===== src/rtl/mux_select_arbiter.sv =====
`default_nettype none
// ============================================================================
// Module      : mux_select_arbiter
// Description : Round-robin owner arbiter for a shared mux slice, with a
//               one-cycle turnaround between owners. Optional grant timeout
//               enabled by defining ARB_GRANT_TIMEOUT_EN.
// Revision    : 1.0 - initial release
// ============================================================================
module mux_select_arbiter #(
    parameter int BITS_ENABLES = 2,
    parameter int NUM_REQ      = 2**BITS_ENABLES,
    parameter int MAX_HOLD     = 16
) (
    input  logic                    i_clock,
    input  logic                    i_reset_n,
    input  logic [NUM_REQ-1:0]      i_req,
    output logic [NUM_REQ-1:0]      o_grant,
    output logic [BITS_ENABLES-1:0] o_sel,
    output logic                    o_busy,
    output logic                    o_preempt
);

    localparam logic [1:0] c_IDLE    = 2'd0;
    localparam logic [1:0] c_GRANT   = 2'd1;
    localparam logic [1:0] c_HANDOFF = 2'd2;

    localparam logic [NUM_REQ-1:0]      c_ONE      = {{(NUM_REQ-1){1'b0}}, 1'b1};
    localparam logic [BITS_ENABLES-1:0] c_LAST_RST = BITS_ENABLES'(NUM_REQ - 1);

    generate
        if (NUM_REQ < 2 || NUM_REQ > (2**BITS_ENABLES) || MAX_HOLD < 2) begin : g_bad_params
            $error("mux_select_arbiter: illegal parameter combination");
        end
    endgenerate

    logic [1:0]              r_state;
    logic [1:0]              w_state_nxt;
    logic [NUM_REQ-1:0]      r_grant;
    logic [NUM_REQ-1:0]      w_grant_nxt;
    logic [BITS_ENABLES-1:0] r_sel;
    logic [BITS_ENABLES-1:0] w_sel_nxt;
    logic [BITS_ENABLES-1:0] r_last;
    logic [BITS_ENABLES-1:0] w_last_nxt;
    logic                    r_busy;
    logic                    w_busy_nxt;

    logic [BITS_ENABLES-1:0] w_winner;
    logic [BITS_ENABLES-1:0] w_idx;
    logic [NUM_REQ-1:0]      w_onehot;
    logic                    w_any_req;
    logic                    w_owner_req;
    logic                    w_timeout;

    assign w_any_req   = |i_req;
    // In GRANT r_grant is the owner's one-hot, so masking avoids a variable index.
    assign w_owner_req = |(i_req & r_grant);

    // Scan downward so the candidate closest after r_last is written last and wins.
    always_comb begin : p_arbiter
        w_winner = r_last;
        w_idx    = '0;
        for (int i = NUM_REQ; i >= 1; i--) begin
            w_idx = BITS_ENABLES'((int'(r_last) + i) % NUM_REQ);
            if (i_req[w_idx]) begin
                w_winner = w_idx;
            end
        end
    end

    assign w_onehot = c_ONE << w_winner;

`ifdef ARB_GRANT_TIMEOUT_EN
    localparam int                    c_HOLD_W   = $clog2(MAX_HOLD);
    localparam logic [c_HOLD_W-1:0]   c_HOLD_MAX = c_HOLD_W'(MAX_HOLD - 1);

    logic [c_HOLD_W-1:0] r_hold;
    logic [c_HOLD_W-1:0] w_hold_nxt;
    logic                r_preempt;
    logic                w_preempt_nxt;
    logic                w_others_req;

    assign w_others_req  = |(i_req & ~r_grant);
    assign w_timeout     = (r_hold == c_HOLD_MAX) && w_others_req;
    // A simultaneous release is an ordinary handoff, not a revocation.
    assign w_preempt_nxt = (r_state == c_GRANT) && w_owner_req && w_timeout;

    // Counter sits at zero outside GRANT, so it starts fresh on every entry.
    always_comb begin : p_hold
        w_hold_nxt = r_hold;
        if (r_state != c_GRANT) begin
            w_hold_nxt = '0;
        end else if (r_hold != c_HOLD_MAX) begin
            w_hold_nxt = r_hold + 1'b1;
        end
    end

    always_ff @(posedge i_clock or negedge i_reset_n) begin : p_hold_reg
        if (!i_reset_n) begin
            r_hold    <= '0;
            r_preempt <= 1'b0;
        end else begin
            r_hold    <= w_hold_nxt;
            r_preempt <= w_preempt_nxt;
        end
    end

    assign o_preempt = r_preempt;
`else
    assign w_timeout = 1'b0;
    assign o_preempt = 1'b0;
`endif

    always_comb begin : p_next
        w_state_nxt = r_state;
        w_grant_nxt = r_grant;
        w_sel_nxt   = r_sel;
        w_busy_nxt  = r_busy;
        w_last_nxt  = r_last;
        case (r_state)
            c_GRANT: begin
                if (!w_owner_req || w_timeout) begin
                    w_state_nxt = c_HANDOFF;
                    w_grant_nxt = '0;
                    w_busy_nxt  = 1'b0;
                end
            end
            default: begin
                // IDLE and HANDOFF arbitrate identically; o_sel only moves here.
                if (w_any_req) begin
                    w_state_nxt = c_GRANT;
                    w_grant_nxt = w_onehot;
                    w_sel_nxt   = w_winner;
                    w_busy_nxt  = 1'b1;
                    w_last_nxt  = w_winner;
                end else begin
                    w_state_nxt = c_IDLE;
                    w_grant_nxt = '0;
                    w_busy_nxt  = 1'b0;
                end
            end
        endcase
    end

    always_ff @(posedge i_clock or negedge i_reset_n) begin : p_state_reg
        if (!i_reset_n) begin
            r_state <= c_IDLE;
            r_grant <= '0;
            r_sel   <= '0;
            r_busy  <= 1'b0;
            r_last  <= c_LAST_RST;
        end else begin
            r_state <= w_state_nxt;
            r_grant <= w_grant_nxt;
            r_sel   <= w_sel_nxt;
            r_busy  <= w_busy_nxt;
            r_last  <= w_last_nxt;
        end
    end

    assign o_grant = r_grant;
    assign o_sel   = r_sel;
    assign o_busy  = r_busy;

endmodule
`default_nettype wire


===== config.mk =====
export PLATFORM = sky130hd
export DESIGN_NAME = mux_select_arbiter
export DESIGN_NICKNAME = d
export VERILOG_FILES = /design/src/rtl/mux_select_arbiter.sv
export SDC_FILE = /design/constraint.sdc
export NUM_CORES = 1
export LEC_CHECK = 0
export ABC_AREA = 1
export ABC_CLOCK_PERIOD_IN_PS = 3210
export CORE_ASPECT_RATIO = 1.2
export CORE_MARGIN = 1
export CORE_UTILIZATION = 45
export DETAILED_ROUTE_END_ITERATION = 6
export GPL_ROUTABILITY_DRIVEN = 0
export PLACE_DENSITY = 0.81
export SKIP_LAST_GASP = 1
export SYNTH_ARGS = -nofsm -noshare
export SYNTH_HDL_FRONTEND = slang
export SYNTH_SLANG_ARGS = --single-unit

===== constraint.sdc =====
create_clock -name i_clock -period 3.21 [get_ports i_clock]
set_input_delay 0.642 -clock i_clock [delete_from_list [all_inputs] [get_ports i_clock]]
set_output_delay 0.642 -clock i_clock [all_outputs]
set_load 0.01 [all_outputs]

* Word-level counts from Yosys, hierarchy flattened
Index checks and enable logic that the tools add are counted.
** Word-level totals
- Bits in registers :: 11
- Latch bits :: 0
- RAM bits :: 0
- Bits in read-only memories :: 0
- Bits of input ports :: 6
- Output and inout port bits :: 8
- Logic and storage cells :: 42
- Memories :: 0
** Operators by class
- $add $sub $neg :: 4
- Multiply operators :: 0
- Div/mod/pow operators :: 0
- $lt $le $gt $ge :: 4
- Eq/ne operators :: 2
- Shifts and indexed selects :: 1
- Muxes and demuxes :: 21
- Bitwise operators :: 2
- Reduce and logical (&&, ||, !) cells :: 3
** Operator list (number)
- $lt A2 B3 Y1 const B :: 4
- $mux W2 :: 6
- $mux W4 :: 3
- $bmux W1 S2 :: 4
- $mux W1 :: 8
- $reduce_or A4 Y1 :: 2
- $add A2 B1 Y2 const B :: 2
- $add A2 B2 Y2 const B :: 2
- $and A4 B4 Y4 :: 1
- $shl A1 B2 Y4 const A :: 1
- $eq A2 B1 Y1 const B :: 1
- $ne A2 B2 Y1 const B :: 1
- $reduce_and A2 Y1 :: 1
- $not A1 Y1 :: 1

* Logic depth before layout (Yosys ltp)
Gate-level depths: netlist of run 1.
- Depth in word-level cells :: 10
- Depth in mapped cells :: 12
- Gate-level depth less buffers :: 11

* Worst setup path before layout of run 1
OpenSTA, ideal clock, no wires.
- Path kind :: input to register
- From :: in i_req[0]
- To :: reg r_grant[3], in the netlist o_grant[3]
- Setup time :: 0.065 ns
- Arrival time :: 1.329 ns
- Data required time :: 3.145 ns
- Path slack :: 1.816 ns
- Stages :: 7
- Path buffers :: 0
- Cell sequence :: nand2_1 > nand2_1 > o21ai_1 > nand2_1 > a21oi_1 > nand4_1 > nand2_1
** On the way
- Cells in the longest elaborated chain, start to end :: 9
- Elaborated cells between the ends (all ways) :: 19
- Those cells by class :: eq/ne (1); shift (1); mux (14); bitwise (1); reduce/logical (2)
** RTL lines
- start: declaration :: RTL line 16 : input logic [NUM_REQ-1:0] i_req,
- $bmux W1 S2 :: RTL line 64 : if (i_req[w_idx]) begin
- $mux W1 (implied by the code) :: RTL line 64
- $mux W2 (4 in series) :: RTL line 64
- $shl A1 B2 Y4 :: RTL line 70 : assign w_onehot = c_ONE << w_winner;
- $mux W4 :: RTL line 129 : if (w_any_req) begin
- $mux W4 :: RTL line 119 : case (r_state)
- end signal: assignment :: RTL line 153 : r_grant <= w_grant_nxt;
- end: declaration :: RTL line 38 : logic [NUM_REQ-1:0] r_grant;
Parallel ways exist; a longest one is shown, timed or not. The select of a mux whose other input is x is not followed.
A chain may end at the register's enable or synchronous reset.

* Worst setup path after layout of run 1
- From :: in i_req[1]
- To :: reg r_grant[3], in the netlist o_grant[3]
The elaborated chain is that of the path after synthesis.

==> results of run 1 <==
## power groups by stage
| stage | clock network [mW] | logic [mW] | registers [mW] |
|---|---|---|---|
| 2_1_floorplan | 0 | 0.512 | 0.235 |
| 6_report | 0.0900 | 0.622 | 0.259 |
| 3_5_place_dp | 0 | 0.627 | 0.262 |
| 5_1_grt | 0.0978 | 0.696 | 0.272 |
| 3_3_place_gp | 0 | 0.605 | 0.261 |
| 4_1_cts | 0.0913 | 0.631 | 0.261 |
## synth_stat cells
cell type | instances | area [um2]
sky130_fd_sc_hd__dfstp_2 | 2 | 52.6
sky130_fd_sc_hd__nor2_4 | 1 | 11.3
sky130_fd_sc_hd__nand2_4 | 5 | 56.3
sky130_fd_sc_hd__o21ai_0 | 1 | 5.00
sky130_fd_sc_hd__inv_1 | 4 | 15.0
sky130_fd_sc_hd__nor4_1 | 1 | 6.26
sky130_fd_sc_hd__nand2_1 | 37 | 139
sky130_fd_sc_hd__dfrtp_1 | 8 | 200
sky130_fd_sc_hd__inv_2 | 3 | 11.3
sky130_fd_sc_hd__conb_1 | 1 | 3.75
sky130_fd_sc_hd__nand2_2 | 12 | 75.1
sky130_fd_sc_hd__nand4_1 | 1 | 6.26
sky130_fd_sc_hd__inv_8 | 1 | 11.3
sky130_fd_sc_hd__o21ai_1 | 3 | 15.0
sky130_fd_sc_hd__buf_6 | 2 | 22.5
sky130_fd_sc_hd__buf_4 | 1 | 7.51
sky130_fd_sc_hd__nor2_2 | 1 | 6.26
sky130_fd_sc_hd__a21oi_1 | 1 | 5.00
sky130_fd_sc_hd__nand3_2 | 3 | 30.0
sky130_fd_sc_hd__nor3_1 | 1 | 5.00
sky130_fd_sc_hd__nor2_1 | 3 | 11.3
sky130_fd_sc_hd__o21bai_2 | 1 | 11.3
sky130_fd_sc_hd__nand3_1 | 4 | 20.0
## area by class of cell
| type | count | share of cell area [%] |
|---|---|---|
| multi-input combinational | 76 | 47.0 |
| tap | 17 | 2.46 |
| inverter | 8 | 4.34 |
| sequential | 10 | 29.2 |
| timing repair buffer | 12 | 13.9 |
| clock buffer | 4 | 3.04 |
## cell families after synthesis
family / after synthesis / share of synthesized area [%]
simple gates: 69 / 50.4
buf+inv: 11 / 9.29
flops: 10 / 34.8
compound gates: 6 / 4.99
other cells: 1 / 0.516
## metal layers
metal / up-vias / track usage, % / share of wire [%]
met5: - / 0 / 0
met4: 0 / 12.4 / 2.7
met3: 4 / 1.47 / 2.5
met2: 13 / 33.0 / 49
met1: 289 / 25.5 / 46
li1: 328 / - / -
## sequential cells by signal (all words and copies together), names as in the netlist
register,cells
o_grant,4
r_state,2
o_sel,2
r_last,2
## path summary, 6_finish.rpt
kind	from	end	slack [ns]	cells after the start
worst max register to register	r_last[0]	o_grant[1]	1.67	10
min in group asynchronous	i_reset_n	r_state[1]	0.69	1
worst min register to register	r_state[1]	r_state[1]	0.43	1
worst max-delay path	i_req[1]	o_grant[3]	1.33	8
max in group asynchronous	i_reset_n	r_last[1]	2.18	1
worst min-delay path	r_state[1]	r_state[1]	0.43	1
## critical path, cell delays in order
cell                              delay [ns]
sky130_fd_sc_hd__clkdlybuf4s50_1        0.52
sky130_fd_sc_hd__nand2_1                0.11
sky130_fd_sc_hd__nand2_1                0.05
sky130_fd_sc_hd__o21ai_1                0.30
sky130_fd_sc_hd__nand2_1                0.09
sky130_fd_sc_hd__a21oi_1                0.18
sky130_fd_sc_hd__nand4_1                0.11
sky130_fd_sc_hd__nand2_1                0.07
==> results.toml, run 1 <==
[worst_setup_path]
cp.arrival_ns = 2.09
crit_required_ns = 3.42
cp_max_fo = 5
worstSetupPathType = "in -> reg"
critPathCaptureType = "flop"
startpoint_type = "input port"

[yosys]
ys_ff_latch = 10
synthesis.area_um2 = 727
post_synth.cell_area_avg_um2 = 7.49
synth_cells = 97
synth.lib_cells_used.distinct = 23
yosys_warning_count = 0
postSynthNetCount = 103
synth_sequential_area_ratio_pct = 34.8

[sta]
setup_ws_ns = 1.33
final-max-slew-violation-count = 0
final_hold_viol_count = 0
finalSetupTns_ns = 0
final.hold.worst_slack_ns = 0.434
unrepaired_setup_endpoints_after_global_routing = "false"
fin_worst_skew_ns = 0.00633
final.min_clock_period_ns = 1.88
achievable-frequency_mhz = 532
report.final.setup_viol = 0
min_period_over_period_pct = 58.5

[final_layout]
num-fill-cells = 147
final_nets = 117
finalCoreUtilization_pct = 59.1
multi_input_comb_area_um2 = 407
seq_area_um2 = 253
mostFrequentLayoutCells = "sky130_fd_sc_hd__nand2_1 (37), sky130_fd_sc_hd__nand2_2 (12), sky130_fd_sc_hd__clkdlybuf4s50_1 (12)"
mostFrequentLayoutCell = "sky130_fd_sc_hd__nand2_1"
areaGrowthSynthToFinish_pct = 18.9
antennaDiodeCount = 0
layout.cell_area.non_filler_um2 = 865
drive_above_1_share_pct = 29.1
final_cells = 127

[run_status]
outcome = "completed"

[floorplan]
die_area_um2 = 1780
top_level_ports = 14
floorplan.core_area_um2 = 1460
dieHeight_um = 46.0
initial_standard_cell_utilization_of_the_core_pct = 49.7
die_width_um = 38.7
rows = 15

[global_routing]
aggregate_global_routing_overflow = 0
grt_max_degree = 11
antenna_found_initial = 0
track_usage_pct = 20.2
grt_pass1_vias = 562
grt_first_pass_wirelength_um = 2400

[clocking]
worst_skew_pair.late_latency_ns = 0.26
clk_transition_reported_paths_ns = 0.07
tritoncts = "yes"
cts_htree_levels = 1
postCtsHoldBufs = 0
clock-root-buffer = "sky130_fd_sc_hd__clkbuf_4"
numCtsBuffers = 3
postCtsSetupBuffers = 0
clk_path_buf_depth = 2
cts_sinks = 10
post_cts_gate_resize_count = 0

[power_and_ir_drop]
comb_power_share_pct = 64.0
power.share.clock_pct = 9.3
p_int_mw = 0.484
p_seq_share_pct = 26.7
power.switching_mw = 0.487
vdd_drop_max_mv = 0.523
switching_share_pct = 50.2
static-leakage-power_nw = 0.457
totalPowerFinal_mw = 0.971
power-per-cell-area_nw_per_um2 = 1120

[flow_run]
drv.max_cap_violation_count = 0

[place]
post_placement_cell_area_um2 = 838
placedCellCount = 123
pre_cts_worst_setup_slack_ns = 1.08
detailedPlacementHpwl_um = 1180
numPortBuffers = 12

[drt]
drt_antenna_net_count = 0
drc = 0
wire_per_inst_um = 11.8
dr.first_iter.drc_count = 6
via_per_inst = 4.99
iteration_count_of_the_initial_detailed_routing_pass = 4
finalWirelength_um = 1500
via_count = 634

[worst_hold_path]
timing.hold.worst.class = "reg -> reg"
Power figures use the tool's default switching activity.
==> run 2, diff against run 1 <==
--- a/config.mk
+++ b/config.mk
@@ -6,13 +6,13 @@
 export NUM_CORES = 1
 export LEC_CHECK = 0
 export ABC_AREA = 1
-export ABC_CLOCK_PERIOD_IN_PS = 3210
+export ABC_CLOCK_PERIOD_IN_PS = 1700
 export CORE_ASPECT_RATIO = 1.2
 export CORE_MARGIN = 1
 export CORE_UTILIZATION = 45
 export DETAILED_ROUTE_END_ITERATION = 6
 export GPL_ROUTABILITY_DRIVEN = 0
-export PLACE_DENSITY = 0.81
+export PLACE_DENSITY = 0.84
 export SKIP_LAST_GASP = 1
 export SYNTH_ARGS = -nofsm -noshare
 export SYNTH_HDL_FRONTEND = slang
==> constraint.sdc (replaced) <==
create_clock -name i_clock -period 1.7 [get_ports i_clock]
set_input_delay 0.34 -clock i_clock [delete_from_list [all_inputs] [get_ports i_clock]]
set_output_delay 0.34 -clock i_clock [all_outputs]
set_load 0.01 [all_outputs]
==> run 2 against run 1 <==
Compared with the run above: register-to-register slack got worse by 1.5 ns; design area rose by 2.0%; critical path depth rose by 3; power rose by 97%; sequential share of layout area fell by 0.58 points; sequential power rose by 91%; setup slack got worse by 1.2 ns; critical endpoint is now o_grant[0]; largest power group unchanged.
==> results.toml, run 2 (synthesis results as in run 1) <==
[run_status]
outcome = "completed"

[final_layout]
antennaDiodeCount = 0
areaGrowthSynthToFinish_pct = 21.3
largest_register_ffs = 4
mostFrequentLayoutCell = "sky130_fd_sc_hd__nand2_1"
layout.cell_area.non_filler_um2 = 882
final_nets = 118
drive_above_1_share_pct = 30.6
final_cells = 128
finalCoreUtilization_pct = 60.3
mostFrequentLayoutCells = "sky130_fd_sc_hd__nand2_1 (37), sky130_fd_sc_hd__nand2_2 (12), sky130_fd_sc_hd__clkdlybuf4s50_1 (12)"

[worst_setup_path]
startpoint_type = "flop"
startpoint = "r_last[0]"
critPathCaptureType = "flop"
cp_max_fo = 10
crit_required_ns = 1.87
regToRegStartpoint = "r_last[0]"
cp.arrival_ns = 1.74
worstSetupPathType = "reg -> reg"

[power_and_ir_drop]
switching_share_pct = 49.7
power.share.clock_pct = 11.7
power.switching_mw = 0.950
power-per-cell-area_nw_per_um2 = 2170
static-leakage-power_nw = 0.467
p_int_mw = 0.962
p_seq_share_pct = 25.9
comb_power_share_pct = 62.4
vdd_drop_max_mv = 1.07

[clocking]
worst_skew_pair.late_latency_ns = 0.27
clock-root-buffer = "sky130_fd_sc_hd__clkbuf_4"
cts_htree_levels = 1
numCtsBuffers = 3
postCtsSetupBuffers = 0
tritoncts = "yes"
postCtsHoldBufs = 0
cts_sinks = 10
clk_transition_reported_paths_ns = 0.08
post_cts_gate_resize_count = 0
clk_path_buf_depth = 2

[global_routing]
grt_max_degree = 11
grt_pass1_vias = 595
track_usage_pct = 20.6
grt_first_pass_wirelength_um = 2530
aggregate_global_routing_overflow = 0
antenna_found_initial = 0

[drt]
routed-wl-met2_um = 771
drt_antenna_net_count = 0
finalWirelength_um = 1530
via_count = 652
detailroute.wirelength.met3_um = 75
dr.first_iter.drc_count = 17
via_per_inst = 5.09
m1WireLength_um = 659
wire_per_inst_um = 12.0
drc = 0
iteration_count_of_the_initial_detailed_routing_pass = 4
route.top_layer_used = "met4"

[floorplan]
floorplan.core_area_um2 = 1460
rows = 15
initial_standard_cell_utilization_of_the_core_pct = 49.7
die_area_um2 = 1780
die_width_um = 38.7
dieHeight_um = 46.0
top_level_ports = 14

[worst_hold_path]
timing.hold.worst.class = "in -> async"

[place]
post_placement_cell_area_um2 = 846
placedCellCount = 124
numPortBuffers = 12
detailedPlacementHpwl_um = 1210

[sta]
final-max-slew-violation-count = 0
finalSetupTns_ns = 0
achievable-frequency_mhz = 636
final.min_clock_period_ns = 1.57
final_hold_viol_count = 0
unrepaired_setup_endpoints_after_global_routing = "false"
report.final.setup_viol = 0
min_period_over_period_pct = 92.5
fin_worst_skew_ns = 0.00490

[flow_run]
drv.max_cap_violation_count = 0
==> run 2: cell count changes in the layout (fill, tap and decap cells not counted) <==
cell / previous run / this run
sky130_fd_sc_hd__clkbuf_1: 1 / 0
sky130_fd_sc_hd__buf_4: 0 / 1
sky130_fd_sc_hd__clkbuf_8: 0 / 1
==> run 2: final cells by class <==
class,count,area (um2)
Timing Repair Buffer,13,128
Inverter,8,37.5
Fill cell,132,582
Clock buffer,4,36.3
Tap cell,17,21.3
Multi-Input combinational cell,76,407
Sequential cell,10,253
==> run 2: stage by stage <==
| stage | power (mW) | worst slack [ns] | hold WS (ns) |
|---|---|---|---|
| floorplan | 1.41 | 0.325 | 0.0444 |
| global placement | 1.64 | -0.0659 | 0.421 |
| detailed placement | 1.69 | -0.0329 | 0.438 |
| CTS | 1.91 | 0.136 | 0.393 |
| global route | 2.08 | 0.0410 | 0.417 |
| finish | 1.91 | 0.128 | 0.376 |
==> run 2: final timing paths <==
kind	endpoint	slack, ns	cells past startpoint
setup reg to reg	o_grant[0]	0.13	11
min in group i_clock	r_state[1]	0.45	1
max in group asynchronous	r_last[1]	0.98	1
hold / removal	r_state[1]	0.38	1
setup / recovery	o_grant[0]	0.13	11
hold reg to reg	r_state[1]	0.45	1
==> run 2: routing by layer <==
layer | track usage (%) | vias up
met5 | 0 | -
met4 | 8.97 | 0
met3 | 1.47 | 2
met2 | 36.3 | 27
met1 | 25.1 | 296
li1 | - | 327
==> run 2: power by group through the flow <==
stage / logic, mW / registers [mW] / clock network [mW]
after floorplan: 0.967 / 0.444 / 0
after global placement: 1.15 / 0.493 / 0
after detailed placement: 1.19 / 0.498 / 0
after CTS: 1.20 / 0.496 / 0.222
after global routing: 1.34 / 0.507 / 0.233
final: 1.19 / 0.495 / 0.224
==> run 2: worst max-delay path, cell delays in order, from the launching register on <==
cell                      delay (ns)
sky130_fd_sc_hd__dfstp_2        0.70
sky130_fd_sc_hd__inv_8          0.08
sky130_fd_sc_hd__nand2_2        0.07
sky130_fd_sc_hd__nand2_2        0.07
sky130_fd_sc_hd__nand2_2        0.07
sky130_fd_sc_hd__nand2_1        0.06
sky130_fd_sc_hd__nand2_2        0.08
sky130_fd_sc_hd__nand2_2        0.05
sky130_fd_sc_hd__nand2_2        0.08
sky130_fd_sc_hd__nand2_1        0.08
sky130_fd_sc_hd__nand3_1        0.08
sky130_fd_sc_hd__nand2_1        0.05
==> run 3, diff against run 2 <==
--- a/config.mk
+++ b/config.mk
@@ -7,12 +7,14 @@
 export LEC_CHECK = 0
 export ABC_AREA = 1
 export ABC_CLOCK_PERIOD_IN_PS = 1700
+export CELL_PAD_IN_SITES_DETAIL_PLACEMENT = 1
+export CELL_PAD_IN_SITES_GLOBAL_PLACEMENT = 2
 export CORE_ASPECT_RATIO = 1.2
 export CORE_MARGIN = 1
-export CORE_UTILIZATION = 45
+export CORE_UTILIZATION = 25
 export DETAILED_ROUTE_END_ITERATION = 6
 export GPL_ROUTABILITY_DRIVEN = 0
-export PLACE_DENSITY = 0.84
+export PLACE_DENSITY = 0.82
 export SKIP_LAST_GASP = 1
 export SYNTH_ARGS = -nofsm -noshare
 export SYNTH_HDL_FRONTEND = slang
==> run 3 against run 2 <==
Compared with the run above: critical path depth decreased by 10; global-route usage decreased by 7.0 points; cell count up 16%; clock power fell by 3%; highest routed layer unchanged; sequential power is 7.9% lower; clock skew increased by 0.0028 ns; power increased by 4.4%; via count rose by 3.2%; critical path type is now reg -> out; design area is 6.1% higher; flip-flop and latch count unchanged; largest cell class unchanged.
==> results.toml, run 3 (synthesis results as in run 1) <==
[power_and_ir_drop]
p_seq_share_pct = 22.8
vdd_drop_max_mv = 0.764
power.switching_mw = 0.967
p_int_mw = 1.03
power.share.clock_pct = 10.8
comb_power_share_pct = 66.3
static-leakage-power_nw = 0.486
power-per-cell-area_nw_per_um2 = 2130
switching_share_pct = 48.4

[global_routing]
grt_first_pass_wirelength_um = 3170
track_usage_pct = 13.6
grt_max_degree = 11
grt_pass1_vias = 687
antenna_found_initial = 0
aggregate_global_routing_overflow = 0

[clocking]
clock-root-buffer = "sky130_fd_sc_hd__clkbuf_4"
cts_htree_levels = 1
tritoncts = "yes"
clk_path_buf_depth = 2
cts_sinks = 10
numCtsBuffers = 3
clk_transition_reported_paths_ns = 0.07
worst_skew_pair.late_latency_ns = 0.27

[sta]
setup_ws_ns = 0.154
final_hold_viol_count = 0
report.final.setup_viol = 0
min_period_over_period_pct = 90.9
final-max-slew-violation-count = 0
unrepaired_setup_endpoints_after_global_routing = "false"
final.min_clock_period_ns = 1.55
final.hold.worst_slack_ns = 0.388
fin_worst_skew_ns = 0.00770
achievable-frequency_mhz = 647

[worst_setup_path]
cpMaxStageDelayCell = "sky130_fd_sc_hd__clkdlybuf4s50_1"
cp.arrival_ns = 1.21
ff2ff_setup_slack_ns = 0.18
crit_required_ns = 1.36
path_buf_inv = 1
crit_path_cell_count = 1
worst_r2r_path_depth = 8
worstSetupPathType = "reg -> out"
rr_endpoint = "o_grant[3]"
path_delay_family = "buffers and inverters"
cp_max_fo = 3
regToRegStartpoint = "r_last[1]"
critPathCaptureType = "primary output"
crit_path_max_incr_delay_ns = 0.56
worstPathCellList = "clkdlybuf4s50_1"
startpoint_type = "flop"

[drt]
iteration_count_of_the_initial_detailed_routing_pass = 4
finalWirelength_um = 1840
via_per_inst = 4.55
wire_per_inst_um = 12.4
drt_antenna_net_count = 0
drc = 0
dr.first_iter.drc_count = 7
via_count = 673

[final_layout]
areaGrowthSynthToFinish_pct = 28.7
mostFrequentLayoutCell = "sky130_fd_sc_hd__nand2_1"
mostFrequentLayoutCells = "sky130_fd_sc_hd__nand2_1 (37), sky130_fd_sc_hd__nand2_2 (12), sky130_fd_sc_hd__clkdlybuf4s50_1 (12)"
num-fill-cells = 378
antennaDiodeCount = 0
largest_register_ffs = 4
final_nets = 121
drive_above_1_share_pct = 32.5

[place]
numPortBuffers = 12
detailedPlacementHpwl_um = 1450
pre_cts_worst_setup_slack_ns = -0.0556

[floorplan]
floorplan.core_area_um2 = 2790
die_width_um = 51.2
rows = 21
die_area_um2 = 3130
initial_standard_cell_utilization_of_the_core_pct = 26.1
dieHeight_um = 61.1
top_level_ports = 14

[worst_hold_path]
timing.hold.worst.class = "in -> async"

[run_status]
outcome = "completed"

[flow_run]
drv.max_cap_violation_count = 0
run 3: cell count changes in the layout (fill, tap and decap cells not counted), sizes merged:
cell and delta:
clkbuf +1, buf +2
run 3: through the flow:
stage	cells	util (%)	TNS (ns)	total power [mW]	cell area, um2
6_report	148	33.6	0	2.00	936
5_1_grt	148	33.6	0	2.18	936
4_1_cts	145	32.4	0	1.95	903
3_5_place_dp	141	31.1	-0.360	1.71	867
3_3_place_gp	141	31.1	-0.173	1.68	867
2_1_floorplan	97	-	0	1.41	727
run 3: timing repair:
item                                    in CTS  in global routing
endpoints found under the setup margin       0                  3
buffers inserted                             0                  3
gates resized for setup                      0                  0
hold buffers                                 0                  0
run 3: area by class of cell:
type | count | area (um2) | area share (%)
multi-input cells | 76 | 407 | 43.4
flip-flops and latches | 10 | 253 | 27.0
repair buffers | 16 | 160 | 17.1
well taps | 34 | 42.5 | 4.55
inverters | 8 | 37.5 | 4.01
clock buffers | 4 | 36.3 | 3.88
run 3: metal layers:
metal  GRT usage [%]  share of wire [%]  vias up  wire length (um)
li1                -                  -      331                 -
met1            16.3                 45      324               826
met2            25.4                 52       16               950
met3            2.22                2.7        2                49
met4            3.47               0.54        0                10
met5               0                  0        -                 0
run 3: power groups by stage:
| stage | clock network [mW] | registers, mW | logic [mW] |
|---|---|---|---|
| final | 0.217 | 0.456 | 1.32 |
| after global routing | 0.235 | 0.469 | 1.48 |
| after CTS | 0.224 | 0.503 | 1.22 |
| after detailed placement | 0 | 0.505 | 1.21 |
| after global placement | 0 | 0.501 | 1.18 |
| after floorplan | 0 | 0.444 | 0.967 |
run 3: worst max-delay path by stage:
stage | from | endpoint | slack, ns
4_1_cts | r_last[0] | o_grant[3] | 0.11
2_1_floorplan | r_last[0] | o_grant[0] | 0.33
5_1_grt | r_last[1] | o_grant[3] | 0.04
3_5_place_dp | i_req[3] | o_sel[1] | -0.06
3_3_place_gp | i_req[3] | o_sel[1] | -0.04
6_report | o_grant[0] | o_grant[0] | 0.15
